--- config.mk ---
export PLATFORM = sky130hd
export DESIGN_NAME = doe_core_arb_flat
export DESIGN_NICKNAME = d
export VERILOG_FILES = /design/src/rtl/doe_core_arb_if.sv /design/src/rtl/doe_core_arb.sv /design/src/flat_wrapper.sv
export SDC_FILE = /design/constraint.sdc
export NUM_CORES = 1
export LEC_CHECK = 0
export ABC_CLOCK_PERIOD_IN_PS = 3400
export CAP_MARGIN = 20
export CORE_AREA = 2 2 411 413
export CTS_CLUSTER_DIAMETER = 150
export DETAILED_ROUTE_END_ITERATION = 8
export DIE_AREA = 0 0 413 415
export PLACE_DENSITY_LB_ADDON = 0.12
export SETUP_SLACK_MARGIN = 0.5
export SYNTH_ARGS = -nofsm -noshare
export SYNTH_HDL_FRONTEND = slang
export SYNTH_SLANG_ARGS = --single-unit
--- constraint.sdc ---
create_clock -name clk -period 3.4 [get_ports clk]
set_clock_uncertainty 0.15 [all_clocks]
set_input_delay 0.68 -clock clk [delete_from_list [all_inputs] [get_ports clk]]
set_output_delay 0.68 -clock clk [all_outputs]
set_load 0.02 [all_outputs]
--- src/rtl/doe_core_arb_if.sv ---
// Requester/core bus for doe_core_arb.
//   slave  : arbiter view (requester commands and core status in; grants,
//            responses and core strobes out)
//   master : requester/core side view of the same signals
// Requester r uses bit r of each per-requester vector and slice
// [r*128 +: 128] of the block and IV buses.
interface doe_core_arb_if #(
  parameter int unsigned NUM_REQ = 2
);
  localparam int unsigned DW = 128;

  logic [NUM_REQ-1:0]    req_i;
  logic [NUM_REQ-1:0]    lock_i;
  logic [NUM_REQ-1:0]    cmd_init_i;
  logic [NUM_REQ-1:0]    cmd_next_i;
  logic [NUM_REQ*DW-1:0] cmd_block_i;
  logic [NUM_REQ*DW-1:0] cmd_iv_i;
  logic [NUM_REQ-1:0]    cmd_iv_upd_i;
  logic [NUM_REQ-1:0]    gnt_o;
  logic [NUM_REQ-1:0]    rsp_valid_o;
  logic                  rsp_err_o;
  logic [DW-1:0]         rsp_data_o;
  logic                  cmd_err_o;
  logic                  busy_o;
  logic                  core_init;
  logic                  core_next;
  logic [DW-1:0]         core_block;
  logic [DW-1:0]         core_iv;
  logic                  core_iv_updated;
  logic                  core_ready;
  logic                  core_valid;
  logic [DW-1:0]         core_result;

  modport slave (
    input  req_i, lock_i, cmd_init_i, cmd_next_i, cmd_block_i, cmd_iv_i,
           cmd_iv_upd_i, core_ready, core_valid, core_result,
    output gnt_o, rsp_valid_o, rsp_err_o, rsp_data_o, cmd_err_o, busy_o,
           core_init, core_next, core_block, core_iv, core_iv_updated
  );

  modport master (
    output req_i, lock_i, cmd_init_i, cmd_next_i, cmd_block_i, cmd_iv_i,
           cmd_iv_upd_i, core_ready, core_valid, core_result,
    input  gnt_o, rsp_valid_o, rsp_err_o, rsp_data_o, cmd_err_o, busy_o,
           core_init, core_next, core_block, core_iv, core_iv_updated
  );
endinterface

--- src/rtl/doe_core_arb.sv ---
// Round-robin arbiter/sequencer sharing one doe_core_cbc between NUM_REQ
// requesters. Grants the core, forwards init/next as one-cycle strobes,
// muxes block/IV from the owner and returns completion to the owner only.
//   clk, rst  : clock, synchronous active-high reset
//   zeroize   : synchronous abort/clear, same priority as rst
//   bus       : doe_core_arb_if.slave (requester and core handshakes)
// Optional feature: define DOE_ARB_WDT_EN to compile in a WAIT watchdog
// that answers with rsp_err_o=1 after TIMEOUT_CYCLES; otherwise WAIT has
// no time limit and rsp_err_o is tied low.
module doe_core_arb #(
  parameter int unsigned NUM_REQ        = 2,
  parameter int unsigned TIMEOUT_CYCLES = 1024
) (
  input  logic           clk,
  input  logic           rst,
  input  logic           zeroize,
  doe_core_arb_if.slave  bus
);
  localparam int unsigned DW = 128;
  localparam int unsigned IW = $clog2(NUM_REQ);

  typedef enum logic [1:0] {
    IDLE    = 2'd0,
    GRANTED = 2'd1,
    WAIT    = 2'd2
  } state_e;

  state_e             state;
  logic [IW-1:0]      ptr;
  logic [IW-1:0]      owner;
  logic [NUM_REQ-1:0] gnt_q;
  logic [NUM_REQ-1:0] rsp_valid_q;
  logic [DW-1:0]      rsp_data_q;
  logic               cmd_err_q;
  logic               core_init_q;
  logic               core_next_q;
  logic               is_next;
  logic               seen_busy;
`ifdef DOE_ARB_WDT_EN
  logic               rsp_err_q;
  logic [31:0]        wdt_cnt;
`endif

  logic               own_init;
  logic               own_next;
  logic               own_legal;
  logic               cmd_illegal;
  logic               wait_done;
  logic [IW-1:0]      owner_inc;
  logic               pick_vld;
  logic [IW-1:0]      pick_idx;
  logic [IW:0]        cand;

  // Command legality: only the owner may strobe, only in GRANTED, one at a time.
  always_comb begin
    own_init    = bus.cmd_init_i[owner];
    own_next    = bus.cmd_next_i[owner];
    own_legal   = (state == GRANTED) && (own_init ^ own_next);
    cmd_illegal = |(bus.cmd_init_i & bus.cmd_next_i);
    for (int unsigned r = 0; r < NUM_REQ; r++) begin
      if ((bus.cmd_init_i[r] || bus.cmd_next_i[r]) &&
          ((state != GRANTED) || (IW'(r) != owner))) begin
        cmd_illegal = 1'b1;
      end
    end
    wait_done = is_next ? bus.core_valid : (bus.core_ready && seen_busy);
    owner_inc = (owner == IW'(NUM_REQ - 1)) ? '0 : owner + IW'(1);
  end

  // First requesting index at or after the pointer, wrapping.
  always_comb begin
    pick_vld = 1'b0;
    pick_idx = '0;
    cand     = '0;
    for (int unsigned i = 0; i < NUM_REQ; i++) begin
      cand = {1'b0, ptr} + (IW+1)'(i);
      if (cand >= (IW+1)'(NUM_REQ)) begin
        cand = cand - (IW+1)'(NUM_REQ);
      end
      if (!pick_vld && bus.req_i[cand[IW-1:0]]) begin
        pick_vld = 1'b1;
        pick_idx = cand[IW-1:0];
      end
    end
  end

  // Arbitration / sequencing FSM with registered outputs.
  always_ff @(posedge clk) begin
    if (rst || zeroize) begin
      state       <= IDLE;
      ptr         <= '0;
      owner       <= '0;
      gnt_q       <= '0;
      rsp_valid_q <= '0;
      rsp_data_q  <= '0;
      cmd_err_q   <= 1'b0;
      core_init_q <= 1'b0;
      core_next_q <= 1'b0;
      is_next     <= 1'b0;
      seen_busy   <= 1'b0;
`ifdef DOE_ARB_WDT_EN
      rsp_err_q   <= 1'b0;
      wdt_cnt     <= '0;
`endif
    end else begin
      rsp_valid_q <= '0;
      cmd_err_q   <= cmd_illegal;
      core_init_q <= 1'b0;
      core_next_q <= 1'b0;
`ifdef DOE_ARB_WDT_EN
      rsp_err_q   <= 1'b0;
`endif
      case (state)
        IDLE: begin
          if (bus.core_ready && pick_vld) begin
            gnt_q <= {{(NUM_REQ-1){1'b0}}, 1'b1} << pick_idx;
            owner <= pick_idx;
            state <= GRANTED;
          end
        end
        GRANTED: begin
          if (own_legal) begin
            core_init_q <= own_init;
            core_next_q <= own_next;
            is_next     <= own_next;
            seen_busy   <= 1'b0;
`ifdef DOE_ARB_WDT_EN
            wdt_cnt     <= '0;
`endif
            state       <= WAIT;
          end else if (!bus.req_i[owner] && !bus.lock_i[owner] &&
                       !own_init && !own_next) begin
            gnt_q <= '0;
            ptr   <= owner_inc;
            state <= IDLE;
          end
        end
        WAIT: begin
`ifdef DOE_ARB_WDT_EN
          wdt_cnt <= wdt_cnt + 32'd1;
`endif
          // Init completes on the core's ready edge after it has gone busy.
          if (!is_next && !bus.core_ready) begin
            seen_busy <= 1'b1;
          end
          if (wait_done) begin
            rsp_valid_q <= gnt_q;
            if (is_next) begin
              rsp_data_q <= bus.core_result;
            end
            if (bus.lock_i[owner]) begin
              state <= GRANTED;
            end else begin
              gnt_q <= '0;
              ptr   <= owner_inc;
              state <= IDLE;
            end
          end
`ifdef DOE_ARB_WDT_EN
          // Timeout drops the grant regardless of lock.
          else if (wdt_cnt >= 32'(TIMEOUT_CYCLES)) begin
            rsp_valid_q <= gnt_q;
            rsp_err_q   <= 1'b1;
            gnt_q       <= '0;
            ptr         <= owner_inc;
            state       <= IDLE;
          end
`endif
        end
        default: state <= IDLE;
      endcase
    end
  end

  // Block/IV mux from the current owner; zero with no grant.
  always_comb begin
    bus.core_block      = '0;
    bus.core_iv         = '0;
    bus.core_iv_updated = 1'b0;
    for (int unsigned r = 0; r < NUM_REQ; r++) begin
      if (gnt_q[r]) begin
        bus.core_block      = bus.core_block | bus.cmd_block_i[r*DW +: DW];
        bus.core_iv         = bus.core_iv    | bus.cmd_iv_i[r*DW +: DW];
        bus.core_iv_updated = bus.core_iv_updated | bus.cmd_iv_upd_i[r];
      end
    end
  end

  assign bus.gnt_o       = gnt_q;
  assign bus.rsp_valid_o = rsp_valid_q;
  assign bus.rsp_data_o  = rsp_data_q;
  assign bus.cmd_err_o   = cmd_err_q;
  assign bus.busy_o      = (state != IDLE);
  assign bus.core_init   = core_init_q;
  assign bus.core_next   = core_next_q;

`ifdef DOE_ARB_WDT_EN
  assign bus.rsp_err_o   = rsp_err_q;
`else
  logic unused_cfg;
  assign unused_cfg      = ^32'(TIMEOUT_CYCLES);
  assign bus.rsp_err_o   = 1'b0;
`endif

endmodule

--- src/flat_wrapper.sv ---
// flat-port wrapper written by rule: the top's interface ports become plain ports
module doe_core_arb_flat 
#(
  parameter int unsigned NUM_REQ        = 2,
  parameter int unsigned TIMEOUT_CYCLES = 1024
)
  (clk, rst, zeroize, bus_req_i, bus_lock_i, bus_cmd_init_i, bus_cmd_next_i, bus_cmd_block_i, bus_cmd_iv_i, bus_cmd_iv_upd_i, bus_core_ready, bus_core_valid, bus_core_result, bus_gnt_o, bus_rsp_valid_o, bus_rsp_err_o, bus_rsp_data_o, bus_cmd_err_o, bus_busy_o, bus_core_init, bus_core_next, bus_core_block, bus_core_iv, bus_core_iv_updated);
  doe_core_arb_if #(.NUM_REQ(NUM_REQ)) bus_i ();
  input  logic clk;
  input  logic rst;
  input  logic zeroize;
  input wire logic [$bits(bus_i.req_i)-1:0] bus_req_i;
  input wire logic [$bits(bus_i.lock_i)-1:0] bus_lock_i;
  input wire logic [$bits(bus_i.cmd_init_i)-1:0] bus_cmd_init_i;
  input wire logic [$bits(bus_i.cmd_next_i)-1:0] bus_cmd_next_i;
  input wire logic [$bits(bus_i.cmd_block_i)-1:0] bus_cmd_block_i;
  input wire logic [$bits(bus_i.cmd_iv_i)-1:0] bus_cmd_iv_i;
  input wire logic [$bits(bus_i.cmd_iv_upd_i)-1:0] bus_cmd_iv_upd_i;
  input wire logic [$bits(bus_i.core_ready)-1:0] bus_core_ready;
  input wire logic [$bits(bus_i.core_valid)-1:0] bus_core_valid;
  input wire logic [$bits(bus_i.core_result)-1:0] bus_core_result;
  output wire logic [$bits(bus_i.gnt_o)-1:0] bus_gnt_o;
  output wire logic [$bits(bus_i.rsp_valid_o)-1:0] bus_rsp_valid_o;
  output wire logic [$bits(bus_i.rsp_err_o)-1:0] bus_rsp_err_o;
  output wire logic [$bits(bus_i.rsp_data_o)-1:0] bus_rsp_data_o;
  output wire logic [$bits(bus_i.cmd_err_o)-1:0] bus_cmd_err_o;
  output wire logic [$bits(bus_i.busy_o)-1:0] bus_busy_o;
  output wire logic [$bits(bus_i.core_init)-1:0] bus_core_init;
  output wire logic [$bits(bus_i.core_next)-1:0] bus_core_next;
  output wire logic [$bits(bus_i.core_block)-1:0] bus_core_block;
  output wire logic [$bits(bus_i.core_iv)-1:0] bus_core_iv;
  output wire logic [$bits(bus_i.core_iv_updated)-1:0] bus_core_iv_updated;
  assign bus_i.req_i = bus_req_i;
  assign bus_i.lock_i = bus_lock_i;
  assign bus_i.cmd_init_i = bus_cmd_init_i;
  assign bus_i.cmd_next_i = bus_cmd_next_i;
  assign bus_i.cmd_block_i = bus_cmd_block_i;
  assign bus_i.cmd_iv_i = bus_cmd_iv_i;
  assign bus_i.cmd_iv_upd_i = bus_cmd_iv_upd_i;
  assign bus_i.core_ready = bus_core_ready;
  assign bus_i.core_valid = bus_core_valid;
  assign bus_i.core_result = bus_core_result;
  assign bus_gnt_o = bus_i.gnt_o;
  assign bus_rsp_valid_o = bus_i.rsp_valid_o;
  assign bus_rsp_err_o = bus_i.rsp_err_o;
  assign bus_rsp_data_o = bus_i.rsp_data_o;
  assign bus_cmd_err_o = bus_i.cmd_err_o;
  assign bus_busy_o = bus_i.busy_o;
  assign bus_core_init = bus_i.core_init;
  assign bus_core_next = bus_i.core_next;
  assign bus_core_block = bus_i.core_block;
  assign bus_core_iv = bus_i.core_iv;
  assign bus_core_iv_updated = bus_i.core_iv_updated;
  doe_core_arb #(.NUM_REQ(NUM_REQ), .TIMEOUT_CYCLES(TIMEOUT_CYCLES)) u_core (.clk(clk), .rst(rst), .zeroize(zeroize), .bus(bus_i));
endmodule
==> results.md, run 1 <==
- Starting DRT DRC Count: 596
- Synth top area share: 37.1%
- Max Buffers Root-to-Sink: 2
- CP Capture Type: output port
- CP max stage delay: 0.36 ns
- Unrepaired setup endpoints after global routing: true
- Global route total overflow: 0
- Die height: 415 um
- Initial antenna violation count: 37
- Fmax: 349 MHz
- MaxCap Viol Count: 0
- Unique cell type count in the Yosys netlist: 32
- Placed Cells incl. Taps: 4143
- Non-Filler Instances: 4202
- Post-Syn Area: 0.00761 mm^2
- Met2 Use GR: 24.5%
- Family with the most delay on the worst path: buffers and inverters
- Setup TNS Final: 0 ns
- Starting density of the core: 4.56%
- Syn Nets: 1621
- Core area: 0.167 mm^2
- Routability cong.: 0.930
- Worst Max-Slew Pin Slew: 0.719 ns
- FP Rows: 150
- Final period utilization: 84.2%
- Critical path data arrival time: 2.03 ns
- First-pass DRT Iterations: 5
- Final hold vios: 0
- Layout Area Growth over Synthesis: 196%
- Fin nets: 2637
- Status: finished clean
- First-pass GRT wire length: 144000 um
- Largest net degree at the start of global routing: 78
- Seq cells post-synth: 141
- Layout cells sized above 1: 13.4%
- VDD IR-drop max: 0.000293 V
- Filler cell count: 19000
- # port buffers: 1047
- Post-Synthesis Cells: 961
- Max-Slew Margin vs Limit: 51.9%
- Final WL: 119000 um
- Latest clock arrival within the worst-skew pair: 0.48 ns
- Total number of vias: 12300
- H-tree depth: 4
- CP Max Fanout: 21
- Cts hold-fix bufs: 0
- Die width: 413 um
- Slowest CP cell: dfxtp_4
- Sequential cell area fraction in the yosys report: 37.1%
- Synth warnings: 0
- # IOs: 1049
- Cell Chain, Critical Path: buf_12 -> buf_16 -> bufbuf_16 -> a22o_1 -> buf_12
- Drt wl/cell: 28.3 um
- Crit path buf inv count: 4
- Met3 usage: 4.63%
- Root buf cell: clkbuf_16
- Crit path required time: 2.57 ns
- Setup crit start kind: flop
- Grt met1 use: 14.2%
- Antenna Nets Post-Route: 0
- Hold Path Class: flop to flop
- Slew Viols, Final: 0
- Vias per cell: 2.92
- Mean post-synth cell area: 7.92 um^2
- Sink Count: 141
- Critical path class: flop to output port
- Die Area: 0.171 mm^2
- CTS clk-pin slew, worst paths: 0.07 ns
- CTS tree: done
- Top cells by area, synth: dfxtp_1 (37%), a22o_1 (30%), nand2_1 (13%)
- Critical Path Most Common Cell: buf_12
- LEAKAGE: 8.32 nW
- Power Density: 258 mW/mm^2
- All-layer global routing usage: 13.0%
- Gr busiest metal: met2
- Vias in the first global route: 12600
- Minimum clock period: 2.86 ns
- Final setup violation count: 0
- CTS buffer count: 17
- Yosys top cell by area: dfxtp_1
- Drt drc: 0
- HPWL Detailed: 103000 um
## per-stage QoR
stage / power (mW) / setup WS (ns) / hold WS (ns) / instance area [um^2] / util [%]
floorplan: 2.23 / 1.13 / 0.338 / 7610 / -
global placement: 3.94 / 0.243 / 0.294 / 21400 / 12.8
detailed placement: 3.93 / 0.250 / 0.297 / 21400 / 12.8
CTS: 5.99 / 0.282 / 0.307 / 22400 / 13.4
global route: 6.09 / 0.430 / 0.329 / 22500 / 13.5
finish: 5.82 / 0.536 / 0.302 / 22500 / 13.5
## cell type report
class	instances	area [um^2]	area share [%]
Timing Repair Buffer	1100	11700	51.8
Tap cell	2204	2760	12.2
Clock buffer	17	425	1.89
Clock inverter	15	139	0.616
Sequential cell	141	2830	12.6
Multi-Input combinational cell	710	4670	20.7
Inverter	7	26.3	0.117
Antenna cell	8	20.0	0.0888
## path summary, 6_finish.rpt
path / start / end / slack (ns) / cells after the start
worst max-delay path: u_core.bus.gnt_o[0] / bus_core_iv[13] / 0.54 / 5
worst min-delay path: u_core.bus.rsp_data_o[50] / u_core.bus.rsp_data_o[50] / 0.30 / 2
worst max register to register: u_core.state[0] / u_core.bus.rsp_data_o[103] / 1.08 / 6
worst min register to register: u_core.bus.rsp_data_o[50] / u_core.bus.rsp_data_o[50] / 0.30 / 2
## where the power goes
group          switching [mW]  internal, mW  total [mW]
combinational            1.04          1.19        2.23
clock                   0.914          1.01        1.93
sequential            0.00542          1.65        1.66
total                    1.96          3.86        5.82
## flip-flops by register name (all words and copies together) (netlist names)
name	count
u_core.owner	1
u_core.ptr	1
u_core.is_next	1
u_core.bus.gnt_o	2
u_core.seen_busy	1
u_core.bus.rsp_valid_o	2
u_core.bus.core_next	1
u_core.bus.cmd_err_o	1
u_core.bus.core_init	1
u_core.state	2
u_core.bus.rsp_data_o	128
## worst register-to-register path, stage by stage, from the launching register on
cell     delay (ns)
dfxtp_1        0.40
inv_1          0.09
ha_1           0.32
nand3_4        0.34
buf_4          0.62
nand2_1        0.14
a21oi_1        0.17
## synth_stat cells
library cell	instances
a31oi_2	1
a211oi_1	1
and4_1	2
or2_2	1
nand3b_1	1
buf_2	33
nor4_1	1
xnor2_1	2
ha_1	5
a21oi_1	133
nand2b_1	1
mux2_2	2
a22oi_1	1
a311oi_1	2
nand3_1	3
inv_1	7
a21boi_0	2
buf_4	1
nor2_1	10
nand2_1	265
conb_1	1
clkbuf_1	68
o21ai_0	4
a31oi_1	2
dfxtp_1	141
mux2i_1	7
o221a_2	1
nor3b_1	1
buf_6	1
a22o_1	257
nor3_1	3
o2bb2ai_1	1
## timing repair
item,in CTS,in global routing
gates cloned,4,2
hold endpoints to repair,0,0
setup endpoints to repair,241,80
gates resized for setup,266,61
setup buffers,11,2
## cell usage in the layout (no fill, tap or decap), drive strengths merged, types with 3 or more instances in the layout
| cell | instances |
|---|---|
| a31oi | 3 |
| a22o | 257 |
| inv | 12 |
| clkinv | 4 |
| a21oi | 133 |
| nand2 | 265 |
| clkbuf | 33 |
| dlymetal6s2s | 16 |
| clkdlybuf4s15 | 16 |
| nor3 | 3 |
| clkinvlp | 5 |
| diode | 8 |
| dlygate4sd2 | 114 |
| dfxtp | 141 |
| buf | 147 |
| mux2i | 7 |
| clkdlybuf4s50 | 790 |
| ha | 5 |
| nand3 | 3 |
| o21ai | 4 |
| nor2 | 10 |
## kinds of logic (layout without fill, tap and decap cells)
| kind of cell | after synthesis | in the layout | synth area share, % |
|---|---|---|---|
| XOR/XNOR | 2 | 2 | 0.230 |
| other | 1 | 9 | 0.0493 |
| AO/OA/AOI/OAI | 405 | 405 | 39.8 |
| AND/OR/NAND/NOR | 288 | 288 | 14.6 |
| adder cells (fa/ha/maj) | 5 | 5 | 0.822 |
| buffers and inverters | 110 | 1139 | 6.12 |
| multiplexers | 9 | 9 | 1.22 |
| flip-flops | 141 | 141 | 37.1 |
## layer usage
metal	vias up	routed length (um)	share of wire, %
met5	-	66	0.056
met1	5950	44700	38
li1	5556	-	-
met4	12	875	0.74
met2	677	62600	53
met3	56	10600	8.9
(Power assumes the default switching activity.)
==> run 2: changes to the inputs <==
--- a/config.mk
+++ b/config.mk
@@ -5,12 +5,12 @@
 export SDC_FILE = /design/constraint.sdc
 export NUM_CORES = 1
 export LEC_CHECK = 0
-export ABC_CLOCK_PERIOD_IN_PS = 3400
+export ABC_CLOCK_PERIOD_IN_PS = 2500
 export CAP_MARGIN = 20
-export CORE_AREA = 2 2 411 413
+export CORE_AREA = 2 2 405 407
 export CTS_CLUSTER_DIAMETER = 150
 export DETAILED_ROUTE_END_ITERATION = 8
-export DIE_AREA = 0 0 413 415
+export DIE_AREA = 0 0 407 409
 export PLACE_DENSITY_LB_ADDON = 0.12
 export SETUP_SLACK_MARGIN = 0.5
 export SYNTH_ARGS = -nofsm -noshare
==> constraint.sdc (replaced) <==
create_clock -name clk -period 2.5 [get_ports clk]
set_clock_uncertainty 0.15 [all_clocks]
set_input_delay 0.5 -clock clk [delete_from_list [all_inputs] [get_ports clk]]
set_output_delay 0.5 -clock clk [all_outputs]
set_load 0.02 [all_outputs]
==> run 2 against run 1 <==
  * The run now ends with setup timing left
  * Sequential share of layout area down 1.5 points
  * Count of clock-buffer cells in the layout did not move
  * Non-clock buffer count is 97 higher
  * Sequential cell count unchanged
  * First-iteration DRC count is 7.9% lower
  * Register-to-register slack got worse by 0.40 ns
  * Via count grew 3.0%
  * Global-route usage fell by 0.28 points
  * Total power grew 49%
  * Critical path type unchanged
  * Critical endpoint is now bus_core_block[26]
==> results.md, run 2 (synthesis results as in run 1) <==
- Slew Viols, Final: 0 (unchanged)
- Fmax: 384 MHz
- First-pass GRT wire length: 138000 um (was 144000 um)
- Slowest CP cell: dfxtp_4 (unchanged)
- CP Max Fanout: 15 (was 21)
- MaxCap Viol Count: 0 (unchanged)
- Total number of vias: 12600 (was 12300)
- Status: finished, violations left (was finished clean)
- Root buf cell: clkbuf_16 (unchanged)
- Drt drc: 0 (unchanged)
- Unrepaired setup endpoints after global routing: true (unchanged)
- H-tree depth: 4 (unchanged)
- Cell Chain, Critical Path: buf_16 -> buf_16 -> a22o_4 -> buf_12 -> buf_12 (was buf_12 -> buf_16 -> bufbuf_16 -> a22o_1 -> buf_12)
- VDD IR-drop max: 0.000445 V (was 0.000293 V)
- Final setup violation count: 93 (was 0)
- Most frequent cells in the layout: clkdlybuf4s50_1 (654), nand2_1 (265), buf_6 (165), a22o_1 (147), dfxtp_1 (137) (was clkdlybuf4s50_1 (790), nand2_1 (265), a22o_1 (203), dfxtp_1 (139), a21oi_1 (133))
- Hold Crit Start: u_core.bus.rsp_data_o[6] (was u_core.bus.rsp_data_o[50])
- Cts hold-fix bufs: 0 (unchanged)
- Worst r2r path cells: 7 (was 6)
- LEAKAGE: 10.2 nW (was 8.32 nW)
- # IOs: 1049 (unchanged)
- Hold EP: u_core.bus.rsp_data_o[6] (was u_core.bus.rsp_data_o[50])
- Pre-CTS setup slack: -0.178 ns (was 0.250 ns)
- Global route total overflow: 0 (unchanged)
- Starting DRT DRC Count: 549 (was 596)
- Fin nets: 2734 (was 2637)
- First-pass DRT Iterations: 5 (unchanged)
- Final core utilization: 15.8% (was 13.5%)
- Max reg flops: 128 (unchanged)
- Reg-to-Reg Start: u_core.state[1] (was u_core.state[0])
- Leading cell type in the layout, fill and taps excluded: clkdlybuf4s50_1 (unchanged)
- Crit path required time: 1.85 ns (was 2.57 ns)
- HPWL Detailed: 95300 um (was 103000 um)
- Critical path class: flop to output port (unchanged)
- CTS buffer count: 17 (unchanged)
- Drt wl/cell: 26.4 um (was 28.3 um)
- Starting density of the core: 4.69% (was 4.56%)
- Initial antenna violation count: 33 (was 37)
- Vias in the first global route: 13100 (was 12600)
- CP max stage delay: 0.41 ns (was 0.36 ns)
- Critical path data arrival time: 1.95 ns (was 2.03 ns)
- Layout Area Growth over Synthesis: 236% (was 196%)
- Routability cong.: 0.872 (was 0.930)
- Die height: 409 um (was 415 um)
- Layout cells sized above 1: 27.5% (was 13.4%)
- Minimum clock period: 2.60 ns
- CTS clk-pin slew, worst paths: 0.07 ns (about the same)
- Hold path depth: 2 (unchanged)
- Core area: 0.162 mm^2 (was 0.167 mm^2)
- Setup crit start kind: flop (unchanged)
- Hold Path Class: flop to flop (unchanged)
- Die Area: 0.166 mm^2 (was 0.171 mm^2)
- Final period utilization: 104%
- Largest net degree at the start of global routing: 44 (was 78)
- Failing checks: setup timing
- Power Density: 338 mW/mm^2 (was 258 mW/mm^2)
- # port buffers: 1047 (unchanged)
- Post-route setup slack: -0.105 ns (was 0.536 ns)
- Antenna Nets Post-Route: 0 (unchanged)
- Max Buffers Root-to-Sink: 2 (unchanged)
- FP Rows: 148 (was 150)
- CTS tree: done (unchanged)
- Vias per cell: 2.95 (was 2.92)
- Latest clock arrival within the worst-skew pair: 0.49 ns (was 0.48 ns)
- Final hold vios: 0 (unchanged)
- Final WL: 113000 um (was 119000 um)
- Critical R2R Capture: u_core.bus.gnt_o[0] (was u_core.bus.rsp_data_o[103])
- All-layer global routing usage: 12.8% (was 13.0%)
- Sink Count: 141 (unchanged)
- R2r setup slk: 0.68 ns (was 1.08 ns)
- Power Total: 8.64 mW (was 5.82 mW)
- Die width: 407 um (was 413 um)
- CP Capture Type: output port (unchanged)
==> run 2: layer usage <==
layer,GRT usage (%),routed length [um]
met1,13.6,42200
met2,22.5,56700
met3,5.63,11400
met4,3.60,2330
met5,0,156
==> run 2: stage by stage <==
| step | instance area, um^2 | hold WS [ns] | TNS (ns) | std cells |
|---|---|---|---|---|
| after detailed placement | 22000 | 0.296 | -1.17 | 4150 |
| after global routing | 25600 | 0.322 | -13.87 | 4268 |
| after CTS | 24900 | 0.304 | -17.87 | 4245 |
| final | 25600 | 0.301 | -2.78 | 4272 |
| after global placement | 22000 | 0.294 | -1.43 | 4150 |
| after floorplan | 7660 | 0.338 | 0 | 961 |
==> run 2: cell type report <==
type                            instances  area, um^2
Clock buffer                           17         425
Timing Repair Buffer                 1197       14100
Clock inverter                         15         173
Fill cell                           18200      136000
Tap cell                             2175        2720
Sequential cell                       141        2840
Inverter                                7        33.8
Antenna cell                           10        25.0
Multi-Input combinational cell        710        5280
==> run 2: how the worst max path moves through the flow <==
| stage | from | endpoint | cells past startpoint |
|---|---|---|---|
| 3_5_place_dp | bus_cmd_iv_i[181] | bus_core_iv[53] | 4 |
| 3_3_place_gp | bus_cmd_iv_i[181] | bus_core_iv[53] | 4 |
| 4_1_cts | u_core.bus.gnt_o[1] | bus_core_iv[6] | 6 |
| 5_1_grt | u_core.bus.gnt_o[1] | bus_core_iv[7] | 6 |
| 6_report | u_core.bus.gnt_o[1] | bus_core_block[26] | 5 |
| 2_1_floorplan | u_core.bus.gnt_o[0] | bus_core_block[100] | 4 |
==> run 2: worst max-delay path: cells and delay by family (launching register included) <==
| kind | cells | cell delay, ns |
|---|---|---|
| compound gates | 1 | 0.29 |
| buf+inv | 4 | 0.67 |
| flops | 1 | 0.41 |
==> run 2: power breakdown <==
group | switching [mW] | internal (mW)
registers | 0.0122 | 2.25
logic | 1.51 | 2.10
clock network | 1.26 | 1.50
total | 2.79 | 5.85
==> run 2: what timing repair did <==
item,in CTS,in global routing
buffers inserted,39,8
pin swaps,77,29
endpoints found under the setup margin,501,414
cloned,24,9
gates resized for setup,957,150
